**src/rtl/add49_share_arb_if.sv**
```systemverilog
// Bus bundle for add49_share_arb. It carries the requester beats, the shared-adder operand and sum
// lines, and the tagged response channel. The slave modport is the arbiter side.
interface add49_share_arb_if #(
    parameter int WIDTH = 48,
    parameter int NREQ  = 4,
    parameter int IDW   = 2
);
    logic [NREQ-1:0]           req_valid;
    logic [NREQ-1:0]           req_last;
    logic [NREQ-1:0]           req_ready;
    logic [NREQ*(WIDTH+1)-1:0] req_a;
    logic [NREQ*(WIDTH+1)-1:0] req_b;
    logic [WIDTH:0]            add_a;
    logic [WIDTH:0]            add_b;
    logic [WIDTH:0]            add_sum;
    logic                      rsp_valid;
    logic                      rsp_ready;
    logic [WIDTH:0]            rsp_sum;
    logic [IDW-1:0]            rsp_id;

    modport slave (
        input  req_valid, req_last, req_a, req_b, add_sum, rsp_ready,
        output req_ready, add_a, add_b, rsp_valid, rsp_sum, rsp_id
    );

    modport master (
        output req_valid, req_last, req_a, req_b, add_sum, rsp_ready,
        input  req_ready, add_a, add_b, rsp_valid, rsp_sum, rsp_id
    );
endinterface

```
**src/rtl/add49_share_arb.sv**
```systemverilog
// Round-robin arbiter that shares one external 49-bit adder among NREQ requesters and supports locked bursts.
// Define ADD49_SHARE_ARB_PRIO_EN to give requester 0 fixed priority whenever the arbiter is idle.
module add49_share_arb #(
    parameter int WIDTH = 48,
    parameter int NREQ  = 4,
    parameter int IDW   = 2
) (
    input  logic             clk,
    input  logic             rst_n,
    add49_share_arb_if.slave bus
);
    localparam int W = WIDTH + 1;

    typedef enum logic {IDLE, BURST} state_t;

    state_t         state;
    logic [IDW-1:0] ptr;
    logic [IDW-1:0] owner;
    logic [IDW-1:0] rr_idx;
    logic           rr_vld;
    logic [IDW-1:0] grant_idx;
    logic           grant_vld;
    logic [IDW-1:0] next_idx;
    logic           acc;
    logic           xfer;
    logic           rsp_valid_q;
    logic [WIDTH:0] rsp_sum_q;
    logic [IDW-1:0] rsp_id_q;

    // The output register can take a new sum whenever it is empty or is being drained this cycle.
    assign acc  = !rsp_valid_q || bus.rsp_ready;
    assign xfer = acc && grant_vld;

    always_comb begin
        rr_vld = 1'b0;
        rr_idx = '0;
        for (int k = 0; k < NREQ; k++) begin
            if (!rr_vld && bus.req_valid[(int'(ptr) + k) % NREQ]) begin
                rr_vld = 1'b1;
                rr_idx = IDW'((int'(ptr) + k) % NREQ);
            end
        end
    end

    // A held lock admits only the owner. While the owner is not valid, every requester stalls.
    always_comb begin
        grant_vld = 1'b0;
        grant_idx = '0;
        if (state == BURST) begin
            grant_vld = bus.req_valid[owner];
            grant_idx = owner;
        end else begin
`ifdef ADD49_SHARE_ARB_PRIO_EN
            if (bus.req_valid[0]) begin
                grant_vld = 1'b1;
                grant_idx = '0;
            end else begin
                grant_vld = rr_vld;
                grant_idx = rr_idx;
            end
`else
            grant_vld = rr_vld;
            grant_idx = rr_idx;
`endif
        end
    end

    always_comb begin
        bus.req_ready = '0;
        if (rst_n && acc && grant_vld) begin
            bus.req_ready[grant_idx] = 1'b1;
        end
    end

    assign next_idx  = (grant_idx == IDW'(NREQ - 1)) ? '0 : grant_idx + 1'b1;
    assign bus.add_a = grant_vld ? bus.req_a[int'(grant_idx) * W +: W] : '0;
    assign bus.add_b = grant_vld ? bus.req_b[int'(grant_idx) * W +: W] : '0;

    // A beat with last=0 starts or keeps the lock. A last beat releases it and moves the pointer past the granted requester.
    always_ff @(posedge clk or negedge rst_n) begin
        if (!rst_n) begin
            state       <= IDLE;
            ptr         <= '0;
            owner       <= '0;
            rsp_valid_q <= 1'b0;
            rsp_sum_q   <= '0;
            rsp_id_q    <= '0;
        end else if (xfer) begin
            rsp_valid_q <= 1'b1;
            rsp_sum_q   <= bus.add_sum;
            rsp_id_q    <= grant_idx;
            if (bus.req_last[grant_idx]) begin
                state <= IDLE;
                ptr   <= next_idx;
            end else begin
                state <= BURST;
                owner <= grant_idx;
            end
        end else if (rsp_valid_q && bus.rsp_ready) begin
            rsp_valid_q <= 1'b0;
        end
    end

    assign bus.rsp_valid = rsp_valid_q;
    assign bus.rsp_sum   = rsp_sum_q;
    assign bus.rsp_id    = rsp_id_q;
endmodule
```
**src/flat_wrapper.sv**
```systemverilog
// flat-port wrapper written by rule: the top's interface ports become plain ports
module add49_share_arb_flat 
#(
    parameter int WIDTH = 48,
    parameter int NREQ  = 4,
    parameter int IDW   = 2
)
  (clk, rst_n, bus_req_valid, bus_req_last, bus_req_a, bus_req_b, bus_add_sum, bus_rsp_ready, bus_req_ready, bus_add_a, bus_add_b, bus_rsp_valid, bus_rsp_sum, bus_rsp_id);
  add49_share_arb_if #(.WIDTH(WIDTH), .NREQ(NREQ), .IDW(IDW)) bus_i ();
  input  logic clk;
  input  logic rst_n;
  input wire logic [$bits(bus_i.req_valid)-1:0] bus_req_valid;
  input wire logic [$bits(bus_i.req_last)-1:0] bus_req_last;
  input wire logic [$bits(bus_i.req_a)-1:0] bus_req_a;
  input wire logic [$bits(bus_i.req_b)-1:0] bus_req_b;
  input wire logic [$bits(bus_i.add_sum)-1:0] bus_add_sum;
  input wire logic [$bits(bus_i.rsp_ready)-1:0] bus_rsp_ready;
  output wire logic [$bits(bus_i.req_ready)-1:0] bus_req_ready;
  output wire logic [$bits(bus_i.add_a)-1:0] bus_add_a;
  output wire logic [$bits(bus_i.add_b)-1:0] bus_add_b;
  output wire logic [$bits(bus_i.rsp_valid)-1:0] bus_rsp_valid;
  output wire logic [$bits(bus_i.rsp_sum)-1:0] bus_rsp_sum;
  output wire logic [$bits(bus_i.rsp_id)-1:0] bus_rsp_id;
  assign bus_i.req_valid = bus_req_valid;
  assign bus_i.req_last = bus_req_last;
  assign bus_i.req_a = bus_req_a;
  assign bus_i.req_b = bus_req_b;
  assign bus_i.add_sum = bus_add_sum;
  assign bus_i.rsp_ready = bus_rsp_ready;
  assign bus_req_ready = bus_i.req_ready;
  assign bus_add_a = bus_i.add_a;
  assign bus_add_b = bus_i.add_b;
  assign bus_rsp_valid = bus_i.rsp_valid;
  assign bus_rsp_sum = bus_i.rsp_sum;
  assign bus_rsp_id = bus_i.rsp_id;
  add49_share_arb #(.WIDTH(WIDTH), .NREQ(NREQ), .IDW(IDW)) u_core (.clk(clk), .rst_n(rst_n), .bus(bus_i));
endmodule
```
**config.mk**
```make
export PLATFORM = sky130hd
export DESIGN_NAME = add49_share_arb_flat
export DESIGN_NICKNAME = d
export VERILOG_FILES = /design/src/rtl/add49_share_arb_if.sv /design/src/rtl/add49_share_arb.sv /design/src/flat_wrapper.sv
export SDC_FILE = /design/constraint.sdc
export NUM_CORES = 1
export LEC_CHECK = 0
export ABC_AREA = 1
export ABC_CLOCK_PERIOD_IN_PS = 2300
export CAP_MARGIN = 25
export CELL_PAD_IN_SITES_DETAIL_PLACEMENT = 0
export CELL_PAD_IN_SITES_GLOBAL_PLACEMENT = 1
export CORE_AREA = 2 2 233 235
export DETAILED_ROUTE_END_ITERATION = 12
export DIE_AREA = 0 0 235 237
export HOLD_SLACK_MARGIN = 0.15
export PLACE_DENSITY_LB_ADDON = 0.3
export SETUP_SLACK_MARGIN = 0.5
export SLEW_MARGIN = 10
export SYNTH_ARGS = -nofsm -noshare
export SYNTH_HDL_FRONTEND = slang
export SYNTH_SLANG_ARGS = --single-unit
```
**constraint.sdc**
```tcl
create_clock -name clk -period 2.3 [get_ports clk]
set_input_delay 0.23 -clock clk [delete_from_list [all_inputs] [get_ports clk]]
set_output_delay 0.23 -clock clk [all_outputs]
set_load 0.01 [all_outputs]
```
==> flow_metrics.env <==
export IMPL_end_kind="output pin"
export IMPL_avgViaCountPerCell=3.91
export IMPL_critPathLaunch="u_core.ptr[0]$_DFFE_PN0P_"
export IMPL_design_area_sq_um=16000
export IMPL_track_usage_pct=15.2
export IMPL_grt_pass1_vias=9913
export IMPL_worst_clock_skew_ns=0.00613
export IMPL_vias=10100
export IMPL_rr_startpoint="u_core.ptr[0]$_DFFE_PN0P_"
export IMPL_peakVddDrop_v=0.000623
export IMPL_yosys_top_cells_area="nand2_1 (36%), dfrtp_1 (23%), a21oi_1 (15%)"
export IMPL_max_slew_margin_rel_pct=48.4
export IMPL_antenna_left=0
export IMPL_fmax_mhz=320
export IMPL_post_drt_wl_per_cell_um=18.5
export IMPL_powerDensity_nw_per_um2=1920
export IMPL_antenna_found_initial=14
export IMPL_crit_path_max_fanout=6
export IMPL_syn_area_per_cell_sq_um=5.29
export IMPL_drc=0
export IMPL_setup_viol=121
export IMPL_worst_pin_slew_ns=0.775
export IMPL_cts_reportedPaths_clkPinSlew_ns=0.05
export IMPL_drive_gt1_share_pct=29.7
export IMPL_status="complete, but fails checks"
export IMPL_rsz0062_at_grt="yes"
export IMPL_synth_area_sq_um=6250
export IMPL_clockBufferDepth=2
export IMPL_cts_root_buffer="clkbuf_16"
export IMPL_rr_endpoint="u_core.bus.rsp_sum[36]$_DFFE_PN0P_"
export IMPL_cts_sinks=57
export IMPL_synth_top_area_cell="nand2_1"
export IMPL_drtIter0Drc=408
export IMPL_hold_viol=0
export IMPL_fin_crit_sh_pct=136
export IMPL_htreeDepth=3
export IMPL_cp_arrival_ns=2.89
export IMPL_coreArea_sq_um=53300
export IMPL_synthDominantCellAreaShare_pct=36.0
export IMPL_initial_core_util_pct=11.7
export IMPL_regArea_sq_um=1430
export IMPL_critPathLaunchType="register"
export IMPL_cts_tree="yes"
export IMPL_fin_ws_ns=-0.823
export IMPL_synth_edf_count=0
export IMPL_io_buffers=605
export IMPL_crit_required_ns=2.07
export IMPL_drt_total_wl_um=47700
export IMPL_nFillCells=5770
export IMPL_slew_viol_final=0
export IMPL_async_reset_ff_share_pct=100
export IMPL_final_core_util_pct=30.1
export IMPL_syn_num_nets=1634
export IMPL_syn2layout_area_growth_pct=156
export IMPL_layout_min_cycle_time_ns=3.12
export IMPL_reg2reg_depth=16
export IMPL_cts_buffers=9
export IMPL_io_pins=606
export IMPL_multi_input_comb_area_sq_um=5370
export IMPL_ys_seq_elements=57
export IMPL_drv_cap=0
export IMPL_dpl_cell_area_sq_um=13900
export IMPL_dp_hpwl_um=35600
export IMPL_insertion_delay_ns=0.32
export IMPL_p_leak_nw=7.40
export IMPL_chipHeight_um=237
export IMPL_critical_path_class="reg2out"
export IMPL_place_congestion=0.909
export IMPL_ys_seq_area_share_pct=22.8
export IMPL_yosysMostFrequentCell="nand2_1"
export IMPL_dr_pass1_iters=6
export IMPL_fin_nets=2315
export IMPL_ys_top_cells_by_count="nand2_1 (600), a21oi_1 (188), inv_1 (108), nor2_1 (97), dfrtp_1 (57)"
export IMPL_hold_class="in2async"
export IMPL_grt_max_degree=58
export IMPL_violations="negative setup slack"
export IMPL_r2r_setup_slack_ns=-0.01
export IMPL_synth_cells=1182
export IMPL_placementRows=85
export IMPL_die_w_um=235
export IMPL_p_total_mw=30.7
export IMPL_die_area_sq_um=55700
export IMPL_grt_pass1_wl_um=64900
export IMPL_grt_remaining_overflow=0
export IMPL_cts_hold_buf=0
export IMPL_yosysUniqueCellTypes=28
export IMPL_yosysWarnings=0
export IMPL_synthFlopType="dfrtp_1"
## cell families after synthesis
logic type | after synthesis | share of synthesized area, %
AOI/OAI and AO/OA | 206 | 17.3
DFF | 57 | 22.8
and+or+nand+nor | 731 | 45.6
buffers and inverters | 188 | 14.3
## metrics by stage
step | hold slack, ns | TNS [ns] | setup WS (ns) | std cells
2_1_floorplan | -0.0656 | 0 | 0.162 | 1182
3_3_place_gp | 0.453 | -107.89 | -1.09 | 2480
3_5_place_dp | 0.458 | -110.33 | -1.07 | 2480
4_1_cts | 0.197 | -83.64 | -1.01 | 2511
5_1_grt | 0.228 | -90.60 | -0.961 | 2572
6_report | 0.162 | -71.69 | -0.823 | 2574
## cell type report
| class | count | share of cell area (%) |
|---|---|---|
| timing repair buffer | 746 | 47.4 |
| multi-input combinational | 937 | 33.5 |
| sequential | 57 | 8.92 |
| tap | 696 | 5.43 |
| inverter | 112 | 2.76 |
| clock buffer | 13 | 1.69 |
| antenna | 11 | 0.172 |
| clock inverter | 2 | 0.0781 |
## how the worst max path moves through the flow
stage,cells past startpoint,endpoint
finish,20,bus_add_a[7]
detailed placement,16,bus_add_a[28]
CTS,19,bus_add_b[18]
global route,20,bus_add_b[47]
floorplan,16,bus_add_a[36]
global placement,18,bus_add_a[28]
## timing repair
item	CTS	global route
setup buffers	14	35
pin swaps	24	51
cloned	2	17
setup endpoints to repair	159	159
resized for setup	386	343
## layout by cell type (no fill, tap or decap), types with 3 or more instances in the layout
master,n
a21oi_2,121
buf_2,75
nand2_1,535
inv_1,107
clkbuf_8,3
buf_16,7
buf_4,72
nor2_2,23
nand2_4,13
clkbuf_2,9
buf_6,23
o21ai_1,3
nor2_4,8
nor2_1,79
buf_12,30
diode_2,11
nand2_2,56
clkbuf_16,23
nand3_1,7
clkdlybuf4s50_1,502
a21oi_1,15
buf_8,14
a21oi_4,61
dfrtp_1,55
## worst max-delay path, stage by stage (launching register included)
cell,delay [ns]
dfrtp_2,0.49
buf_6,0.17
nand2_2,0.06
nand2_2,0.06
nand2_2,0.08
nand2_2,0.06
nor2_4,0.11
nand3_2,0.08
nand2_2,0.08
nand3_4,0.07
nand2_4,0.11
buf_12,0.14
nor2_4,0.04
buf_12,0.15
buf_6,0.12
buf_16,0.13
buf_12,0.12
buf_6,0.11
a21oi_4,0.14
a21oi_2,0.07
buf_2,0.16
## per-layer routing
layer  track usage, %  vias to the layer above  part of all wire [%]  wire, um
met5                0                        -                 0.078        37
met2             27.2                      385                    51     24200
met3             3.39                       52                   6.5      3120
li1                 -                     4989                     -         -
met4             4.01                        6                   2.1      1010
met1             18.3                     4633                    41     19300
## registers in the layout (all words and copies together), names as in the netlist
signal / flops
u_core.owner: 2
u_core.ptr: 2
u_core.bus.rsp_id: 2
u_core.bus.rsp_sum: 49
u_core.state: 1
u_core.bus.rsp_valid: 1
## where the power goes
group	internal (mW)	switching (mW)	leakage, nW	total, mW
Sequential	1.51	0.324	0.697	1.83
Clock	0.809	0.464	0.138	1.27
Combinational	12.9	14.7	6.57	27.6
Power figures use the tool's default switching activity.
